**src/rtl/cpu_types_pkg.sv**
```systemverilog
// Shared CPU types: ALU ops, pipeline control, EX/MEM bundle.
// Mux encodings for RegDst / ALUSrc / PCSrc and the forwarding helper.
package cpu_types_pkg;

   localparam int SHAM_W = 5;

   typedef logic [31:0] word_t;
   typedef logic [4:0]  regbits_t;
   typedef logic [5:0]  opcode_t;

   typedef enum logic [3:0] {
      ALU_SLL, ALU_SRL, ALU_ADD, ALU_SUB, ALU_AND,
      ALU_OR, ALU_XOR, ALU_NOR, ALU_SLT, ALU_SLTU
   } aluop_t;

   typedef enum logic [1:0] {
      PIPE_NORMAL, PIPE_STALL, PIPE_FLUSH
   } pipe_state_t;

   localparam logic [1:0] REGDST_RT   = 2'd0;
   localparam logic [1:0] REGDST_RD   = 2'd1;
   localparam logic [1:0] REGDST_RA   = 2'd2;
   localparam logic [1:0] REGDST_ZERO = 2'd3;

   localparam logic [1:0] ALUSRC_RT    = 2'd0;
   localparam logic [1:0] ALUSRC_IMM   = 2'd1;
   localparam logic [1:0] ALUSRC_SHAMT = 2'd2;
   localparam logic [1:0] ALUSRC_LUI   = 2'd3;

   localparam logic [1:0] PCSRC_SEQ = 2'd0;
   localparam logic [1:0] PCSRC_BR  = 2'd1;
   localparam logic [1:0] PCSRC_J   = 2'd2;
   localparam logic [1:0] PCSRC_JR  = 2'd3;

   typedef struct packed {
      word_t      pc4;
      word_t      alu_out;
      word_t      store_data;
      regbits_t   wsel;
      logic       reg_write;
      logic       dren;
      logic       dwen;
      logic       datomic;
      logic       halt;
      logic [1:0] mem_to_reg;
      logic       ovf;
   } ex_mem_t;

   // MEM result is younger than WB, so it wins; $zero is never forwarded.
   function automatic word_t fwd_pick(
      input regbits_t r, input word_t raw,
      input logic m_en, input regbits_t m_reg, input word_t m_dat,
      input logic w_en, input regbits_t w_reg, input word_t w_dat
   );
      if (m_en && m_reg == r && r != '0) return m_dat;
      if (w_en && w_reg == r && r != '0) return w_dat;
      return raw;
   endfunction

endpackage

```
**src/rtl/execute_stage_alu.sv**
```systemverilog
// Combinational ALU: wrapping 32-bit ops, zero flag,
// signed overflow for ADD/SUB.
module alu
   import cpu_types_pkg::*;
(
   input  word_t  a,
   input  word_t  b,
   input  aluop_t op,
   output word_t  result,
   output logic   zero,
   output logic   overflow
);

   always_comb begin
      result   = '0;
      overflow = 1'b0;
      unique case (op)
         ALU_SLL:  result = a << b[SHAM_W-1:0];
         ALU_SRL:  result = a >> b[SHAM_W-1:0];
         ALU_ADD: begin
            result   = a + b;
            overflow = (a[31] == b[31]) && (result[31] != a[31]);
         end
         ALU_SUB: begin
            result   = a - b;
            overflow = (a[31] != b[31]) && (result[31] != a[31]);
         end
         ALU_AND:  result = a & b;
         ALU_OR:   result = a | b;
         ALU_XOR:  result = a ^ b;
         ALU_NOR:  result = ~(a | b);
         ALU_SLT:  result = {31'b0, $signed(a) < $signed(b)};
         ALU_SLTU: result = {31'b0, a < b};
         default:  result = '0;
      endcase
   end

   assign zero = (result == '0);

endmodule

```
**src/rtl/execute_stage.sv**
```systemverilog
// MIPS EX stage: forwarding, ALU, branch resolution,
// and the EX/MEM latch with stall/flush and sticky halt.
module execute_stage
   import cpu_types_pkg::*;
#(
   parameter bit FWD_EN = 1'b1
)(
   input  logic              CLK,
   input  logic              nRST,
   input  pipe_state_t       em_state,
   input  word_t             e_pc4,
   input  logic [1:0]        e_RegDst,
   input  logic [1:0]        e_ALUSrc,
   input  logic [1:0]        e_PCSrc,
   input  logic [1:0]        e_MemToReg,
   input  logic              e_dREN,
   input  logic              e_dWEN,
   input  logic              e_datomic,
   input  logic              e_RegWrite,
   input  logic              e_halt,
   input  logic              e_check_zero,
   input  logic              e_check_overflow,
   input  aluop_t            e_alu_op,
   input  logic [SHAM_W-1:0] e_shift_amt,
   input  regbits_t          e_rs,
   input  regbits_t          e_rd,
   input  regbits_t          e_rt,
   input  opcode_t           e_op,
   input  word_t             e_rdat1,
   input  word_t             e_rdat2,
   input  word_t             e_sign_ext,
   input  word_t             e_taddr,
   input  logic              mf_en,
   input  regbits_t          mf_reg,
   input  word_t             mf_data,
   input  logic              wf_en,
   input  regbits_t          wf_reg,
   input  word_t             wf_data,
   output logic              ex_redirect,
   output word_t             ex_npc,
   output word_t             m_pc4,
   output word_t             m_alu_out,
   output word_t             m_store_data,
   output regbits_t          m_wsel,
   output logic              m_RegWrite,
   output logic              m_dREN,
   output logic              m_dWEN,
   output logic              m_datomic,
   output logic              m_halt,
   output logic [1:0]        m_MemToReg,
   output logic              m_ovf
);

   word_t    a_fwd, b_fwd, alu_a, alu_b, alu_res, br_target;
   logic     alu_zero, alu_ovf, ovf_kill, taken, halt_sticky;
   regbits_t wsel;
   ex_mem_t  nxt, cur;
   logic     unused_bits;

   generate
      if (FWD_EN) begin : g_fwd
         assign a_fwd = fwd_pick(e_rs, e_rdat1, mf_en, mf_reg,
                                 mf_data, wf_en, wf_reg, wf_data);
         assign b_fwd = fwd_pick(e_rt, e_rdat2, mf_en, mf_reg,
                                 mf_data, wf_en, wf_reg, wf_data);
      end else begin : g_raw
         assign a_fwd = e_rdat1;
         assign b_fwd = e_rdat2;
      end
   endgenerate

   // Shift-by-immediate shifts rt, so rt moves onto port A.
   always_comb begin
      alu_a = a_fwd;
      alu_b = b_fwd;
      unique case (1'b1)
         e_ALUSrc == ALUSRC_RT:  alu_b = b_fwd;
         e_ALUSrc == ALUSRC_IMM: alu_b = e_sign_ext;
         e_ALUSrc == ALUSRC_SHAMT: begin
            alu_a = b_fwd;
            alu_b = {{(32-SHAM_W){1'b0}}, e_shift_amt};
         end
         e_ALUSrc == ALUSRC_LUI: alu_b = {e_sign_ext[15:0], 16'h0};
      endcase
   end

   alu u_alu (
      .a        (alu_a),
      .b        (alu_b),
      .op       (e_alu_op),
      .result   (alu_res),
      .zero     (alu_zero),
      .overflow (alu_ovf)
   );

   assign ovf_kill  = e_check_overflow && alu_ovf;
   assign br_target = e_pc4 + {e_sign_ext[29:0], 2'b00};

   always_comb begin
      wsel = '0;
      unique case (1'b1)
         e_RegDst == REGDST_RT:   wsel = e_rt;
         e_RegDst == REGDST_RD:   wsel = e_rd;
         e_RegDst == REGDST_RA:   wsel = 5'd31;
         e_RegDst == REGDST_ZERO: wsel = '0;
      endcase
   end

   always_comb begin
      taken  = 1'b0;
      ex_npc = br_target;
      unique case (1'b1)
         e_PCSrc == PCSRC_SEQ: taken = 1'b0;
         e_PCSrc == PCSRC_BR:  taken = (alu_zero == e_check_zero);
         e_PCSrc == PCSRC_J: begin
            taken  = 1'b1;
            ex_npc = e_taddr;
         end
         e_PCSrc == PCSRC_JR: begin
            taken  = 1'b1;
            ex_npc = a_fwd;
         end
      endcase
   end

   assign ex_redirect = taken && (em_state == PIPE_NORMAL)
                        && !halt_sticky;

   // Once halted, keep issuing bubbles that carry only the halt flag.
   always_comb begin
      nxt = '0;
      if (halt_sticky) begin
         nxt.halt = 1'b1;
      end else begin
         nxt.pc4        = e_pc4;
         nxt.alu_out    = alu_res;
         nxt.store_data = b_fwd;
         nxt.wsel       = wsel;
         nxt.reg_write  = e_RegWrite && !ovf_kill;
         nxt.dren       = e_dREN;
         nxt.dwen       = e_dWEN;
         nxt.datomic    = e_datomic;
         nxt.halt       = e_halt;
         nxt.mem_to_reg = e_MemToReg;
         nxt.ovf        = ovf_kill;
      end
   end

   always_ff @(posedge CLK or negedge nRST) begin
      if (!nRST) begin
         cur         <= '0;
         halt_sticky <= 1'b0;
      end else begin
         unique case (em_state)
            PIPE_NORMAL: begin
               cur <= nxt;
               if (e_halt) halt_sticky <= 1'b1;
            end
            PIPE_FLUSH: cur <= '0;
            default:    cur <= cur;
         endcase
      end
   end

   assign m_pc4        = cur.pc4;
   assign m_alu_out    = cur.alu_out;
   assign m_store_data = cur.store_data;
   assign m_wsel       = cur.wsel;
   assign m_RegWrite   = cur.reg_write;
   assign m_dREN       = cur.dren;
   assign m_dWEN       = cur.dwen;
   assign m_datomic    = cur.datomic;
   assign m_halt       = cur.halt;
   assign m_MemToReg   = cur.mem_to_reg;
   assign m_ovf        = cur.ovf;

   assign unused_bits = ^{e_op, e_sign_ext[31:30]};

endmodule

```
**config.mk**
```make
export PLATFORM = sky130hd
export DESIGN_NAME = execute_stage
export DESIGN_NICKNAME = d
export VERILOG_FILES = /design/src/rtl/cpu_types_pkg.sv /design/src/rtl/execute_stage_alu.sv /design/src/rtl/execute_stage.sv
export SDC_FILE = /design/constraint.sdc
export NUM_CORES = 1
export LEC_CHECK = 0
export BUFFER_PORTS_ARGS = -buffer_cell sky130_fd_sc_hd__buf_4
export CORE_AREA = 2 2 198 200
export CTS_CLUSTER_DIAMETER = 200
export DETAILED_ROUTE_END_ITERATION = 10
export DIE_AREA = 0 0 200 202
export HOLD_SLACK_MARGIN = 0.05
export PLACE_DENSITY = 0.86
export SETUP_SLACK_MARGIN = 0.02
export SLEW_MARGIN = 20
export SYNTH_ARGS = -nofsm -noshare
export SYNTH_HDL_FRONTEND = slang
export SYNTH_HIERARCHICAL = 1
export SYNTH_SLANG_ARGS = --single-unit
export TNS_END_PERCENT = 30
```
**constraint.sdc**
```tcl
create_clock -name CLK -period 14.15 [get_ports CLK]
set_input_delay 2.83 -clock CLK [delete_from_list [all_inputs] [get_ports CLK]]
set_output_delay 2.83 -clock CLK [all_outputs]
set_load 0.01 [all_outputs]
```
# Word level (Yosys, flattened, before mapping)
# Cells that the tools add are included.
# op_classes
n_addsub	3
n_mul	0
n_div	0
magnitude_cmp	2
eq_ne	28
shifts	2
n_mux	25
bitwise_logic	4
n_reduce_logical	27
# op_table
op	count
one-hot mux 32 bit (10 select lines)	1
two-way mux 32 bit	9
one-hot mux 109 bit (2 select lines)	1
one-hot mux 32 bit (4 select lines)	1
two-way mux 105 bit	1
adder 32 bit	2
< comparator 32 bit	2
one-hot mux 32 bit (2 select lines)	1
AND 32 bit	1
zero test 32 bit	1
NOT 32 bit	1
OR 32 bit	1
<< shifter 32 x 5 -> 32 bit	1
right shift 32 x 5 -> 32 bit	1
subtractor 32 bit	1
bitwise XOR 32 bit	1
equality test 5 bit	4
one-hot mux 5 bit (4 select lines)	1
equality test 4 x 3 -> 1 bit (second input constant)	4
equality test 2 bit (second input constant)	7
logical AND 1 bit	14
nonzero test 5 bit	2
equality test 4 x 2 -> 1 bit (second input constant)	2
equality test 4 bit (second input constant)	2
other kinds (14)	29
# word_totals
ff_bits	110
latch_bits	0
ram_bits	0
rom_bits	0
out_inout_bits	142
mem_count	0

# Depth between registers and ports, before layout
# logic_depth
depth_word	17
mapped_depth	29

# Modules after synthesis
# Netlist, hierarchy kept.
# by_module_without_submodules
mod	n_inst	cells_per_inst	area_per_inst_um2	seq_area_each_um2
alu	1	1429	10093.4	0.0
execute_stage	1	1035	8869.8	2752.6

# Least setup slack after synthesis
# OpenSTA, ideal clock, no wires.
# synth_timing
path_type	in2out
from	input e_rt[2]
to	output ex_redirect
t_arrival_ns	8.829
required_ns	11.320
slack_ns	2.491
path_stages	29
cell_sequence	or4_4 > nor2_4 > nor4_4 > buf_6 > mux2i_1 > o21ai_1 > mux2i_1 > o21ai_1 > buf_2 > inv_1 > clkbuf_1 > clkbuf_1 > clkbuf_1 > ha_1 > clkbuf_1 > nor2b_1 > a2111o_1 > a21o_1 > a211o_1 > a31oi_1 > xor2_1 > o21ai_0 > or4_1 > nor4_2 > nand4_1 > nor4b_2 > xnor2_1 > a21oi_1 > nor2b_1
# synth_between
elab_cells_between_ends	31
# synth_rtl
item	line	source
from (decl)	execute_stage.sv:27	input regbits_t e_rt,
equality test 5 bit	cpu_types_pkg.sv:56	if (w_en && w_reg == r && r != '0) return w_dat;
logical AND 1 bit (2 in a row)	cpu_types_pkg.sv:56	
two-way mux 1 bit (2 in a row)	cpu_types_pkg.sv:56	
two-way mux 32 bit	cpu_types_pkg.sv:57	return raw;
two-way mux 32 bit *	cpu_types_pkg.sv:56	
one-hot mux 32 bit (4 select lines) *	execute_stage.sv:76	unique case (1'b1)
via alu_b[3]	execute_stage.sv:54	word_t a_fwd, b_fwd, alu_a, alu_b, alu_res, br_target;
subtractor 32 bit, or another cell as far along	execute_stage_alu.sv:25	result = a - b;
one-hot mux 32 bit (10 select lines) *	execute_stage_alu.sv:17	unique case (op)
via alu_res[12]	execute_stage.sv:54	
zero test 32 bit *	execute_stage_alu.sv:38	assign zero = (result == '0);
via alu_zero	execute_stage.sv:55	logic alu_zero, alu_ovf, ovf_kill, taken, halt_sticky;
equality test 1 bit *	execute_stage.sv:114	e_PCSrc == PCSRC_BR: taken = (alu_zero == e_check_zero);
one-hot mux 1 bit (3 select lines) *	execute_stage.sv:112	unique case (1'b1)
logical AND 1 bit *	execute_stage.sv:126	assign ex_redirect = taken && (em_state == PIPE_NORMAL)
logical AND 1 bit *	execute_stage.sv:127	&& !halt_sticky;
to (decl)	execute_stage.sv:39	output logic ex_redirect,
# The timed path passes the listed nets; every way through them passes the cells marked *. The select of a mux whose other input is x is not followed.

# Worst setup path after layout
# layout_timing
from	input wf_reg[4]
to	output ex_redirect
# layout_between
elab_cells_between_ends	34
# layout_rtl
item	line	source
from (decl)	execute_stage.sv:37	input regbits_t wf_reg,
equality test 5 bit	cpu_types_pkg.sv:56	
logical AND 1 bit (2 in a row)	cpu_types_pkg.sv:56	
two-way mux 1 bit (2 in a row)	cpu_types_pkg.sv:56	
two-way mux 32 bit	cpu_types_pkg.sv:57	
two-way mux 32 bit	cpu_types_pkg.sv:56	
two-way mux 32 bit *	execute_stage.sv:76	
via alu_a[1]	execute_stage.sv:54	
subtractor 32 bit, or another cell as far along	execute_stage_alu.sv:25	
one-hot mux 32 bit (10 select lines) *	execute_stage_alu.sv:17	
via alu_res[17]	execute_stage.sv:54	
zero test 32 bit *	execute_stage_alu.sv:38	
via alu_zero	execute_stage.sv:55	
equality test 1 bit *	execute_stage.sv:114	
one-hot mux 1 bit (3 select lines) *	execute_stage.sv:112	
logical AND 1 bit *	execute_stage.sv:126	
logical AND 1 bit *	execute_stage.sv:127	
# Marks and branches as above.

==> impl_results.md <==
* Shortest period the worst path allows at 13270 ps
* Final WL at 101200 µm
* First-pass GRT wire length at 143800 µm
* Vias in the first global route at 21570
* Clk root buf: clkbuf_16
* TNS Setup at 0 ps
* Asr flop ratio synth at 1.000
* Detail Route Antenna Nets at 0
* CTS tree: yes
* Boundary Pins at 427
* Mapped cell area at 0.01896 mm²
* Routability cong. at 1.061
* Post-CTS Resized at 0
* Clk_lat worst skew at 420 ps
* Drt pass-1 iters at 7
* Post-Syn Nets at 2883
* Worst-case reg-to-reg path depth at 4
* Initial antenna violation count at 9
* RSZ-0062 raised after global routing: false
* Outcome: complete, no violations
* Area delta synth->final at 19.52%
* DP Worst Slack at 1247 ps
* Vias per cell at 7.021
* Grt ovf at 0
* # port buffers at 420
* Post-synth EDFFs at 0
* Max rail drop VDD at 0.00005784 V
* MaxCap Viol Count at 0
* Die width at 200 µm
* Post-CTS Setup Bufs at 0
* Final HPWL DP at 79540 µm
* Residual DRC at 0
* Critical-path maximum fanout at 20
* Sequential fraction of the synthesis area at 0.1452
* Part of the cycle the worst path needs at 0.9376
* Total power at 1697 µW
* CTS Hold Buffers Added at 0
* WS Path Type: in2out
* R2R Setup Slk at 11870 ps
* Initial Utilization at 0.4953
* Worst Skew at 14.99 ps
* Flops & latches, synth at 110
* Largest net degree at the start of global routing at 100
* 1st-iter DRT viols at 3176
* Setup crit end kind: output pin
* Critical path arrival at 10440 ps
* Total number of vias at 22930
* Share of layout cells above drive strength 1 at 0.2332
* Slew @ Worst Pin at 1222 ps
* Hold Path Cell Cnt at 2
* LEAKAGE at 0.01007 µW
* Syn Inst Count at 2464
* Area of the core at 0.03829 mm²
* Pwr/cell area at 74.85 mW/mm²
* Clock-pin slew on the worst setup and hold paths at 90 ps
* Die area at 0.04040 mm²
* Hold Crit Class: reg2reg
* Final Hold Viols at 0
* Worst EP required at 11320 ps
* Max Clk Rate at 75.38 MHz
* Global Route Usage Sum at 0.4875
* CTS Sinks at 110
* Clock tree buffer depth at 2
* Final setup vio count at 0
* Yosys cell types at 92
* Routed wire per std cell at 30.98 µm
* Ys flop type: dfrtp_1
* Worst setup margin at 883.6 ps
* Row count at 72
* Die Height at 202 µm
* Final #Nets at 3154
* Fin. max-slew vios at 0
* Yosys warns at 6
* Mean Syn Cell Area at 7.696 µm²
* Startpoint types: input port
* Slew headroom at 0.1788
* H-tree depth at 3
* TritonCTS buffer count at 9
Yosys cell counts, types with 18 or more instances:
library cell	n	area (µm²)
a21oi_1	186	930.9
ha_1	131	1639
xnor2_1	64	560.5
a21o_1	18	135.1
nand4_1	22	137.6
nor2_1	190	713.2
buf_2	38	190.2
nor2b_1	20	125.1
mux2i_1	179	1792
nand2_1	236	885.9
mux4_2	51	1149
mux2_2	58	653.1
o211ai_1	27	202.7
dfrtp_1	110	2753
xor2_1	26	227.7
o21ai_1	58	290.3
inv_1	137	514.2
o21ai_0	155	775.7
buf_1	18	67.56
a211oi_1	39	292.8
nor3_1	39	195.2
a31oi_1	27	168.9
o31ai_1	19	142.6
nand3_1	56	280.3
clkbuf_1	137	514.2
a22o_1	104	910.9
critical path: stages:
cell      delay (ps)
buf_4            140
xnor2_1          200
o211ai_2         150
nor2_4           580
buf_4            490
mux2i_1          130
o21ai_0          570
mux2_2           460
inv_1            160
ha_1             370
a211oi_1         540
nor4_1           220
nor4_1           700
o31ai_1          260
a21oi_1          260
o2111a_1         220
o31ai_1          120
or4_1            560
nor4_2           250
nand4_1          230
nor4b_2          300
buf_4            210
xnor2_1          120
a21oi_1           80
nor2b_1          140
buf_4            130
placed cells by master (no fill, tap or decap), drive strengths merged, types with 10 or more instances in the layout:
master,netlist,routed
a211oi,39,39
a21o,18,18
a21oi,186,186
a221oi,14,14
a22o,104,104
a22oi,13,13
a31oi,27,27
and2,11,11
and3,14,14
buf,69,466
dfrtp,110,110
ha,131,131
inv,138,140
mux2,59,59
mux2i,179,179
mux4,51,51
nand2,236,236
nand2b,11,11
nand3,56,56
nand4,22,22
nor2,192,192
nor2b,20,20
nor3,39,39
nor4,16,16
o211ai,29,29
o21a,11,11
o21ai,213,213
o21bai,10,10
o22ai,15,15
o31ai,19,19
o32ai,12,12
or3,10,10
xnor2,64,64
xor2,26,26
cell type report:
| type | instances | area, µm² |
|---|---|---|
| inverters | 139 | 521.8 |
| repair buffers | 466 | 3536 |
| multi-input cells | 2009 | 14880 |
| well taps | 518 | 648.1 |
| fillers | 3470 | 15620 |
| clock inverters | 7 | 77.57 |
| diodes | 8 | 20.02 |
| flip-flops and latches | 110 | 2753 |
| clock buffers | 9 | 225.2 |
cell families after synthesis:
logic type	Yosys count	synth area share
fa+ha+maj	134	0.08960
flops	110	0.1452
buf+inv	345	0.07436
xor+xnor	90	0.04157
mux	289	0.1903
compound gates	826	0.2928
simple gates	670	0.1663
registers in the layout (all words and copies together), names as in the netlist:
signal        count
m_dWEN            1
m_alu_out        32
m_pc4            32
halt_sticky       1
m_store_data     32
m_RegWrite        1
m_datomic         1
m_halt            1
m_dREN            1
m_ovf             1
m_MemToReg        2
m_wsel            5
per-layer routing:
layer,share of wire,global-route usage
met1,0.36,0.6034
met2,0.43,0.7302
met3,0.12,0.1280
met4,0.087,0.3503
met5,0.000089,0
where the power goes:
group          leakage (µW)  total [µW]  switching, µW  internal, µW
Sequential          0.00153         315          0.418           315
Combinational       0.00839        1090            693           392
Clock              0.000149         296            170           126
path summary, 6_finish.rpt:
path | start | to
worst min-delay path | m_wsel[0] | m_wsel[0]
worst max register to register | halt_sticky | m_wsel[0]
worst max-delay path | wf_reg[4] | ex_redirect
worst min register to register | m_wsel[0] | m_wsel[0]
max in group asynchronous | nRST | m_pc4[18]
min in group asynchronous | nRST | m_MemToReg[1]
metrics by stage:
stage	hold WS, ps	cell area [µm²]	util	cells
2_1_floorplan	451.2	18960	-	2464
3_3_place_gp	469.7	22340	0.5836	3242
3_5_place_dp	480.8	22340	0.5836	3242
4_1_cts	505.3	22650	0.5915	3258
5_1_grt	522.8	22670	0.5920	3266
6_report	506.1	22670	0.5920	3266
Power figures use the tool's default switching activity.
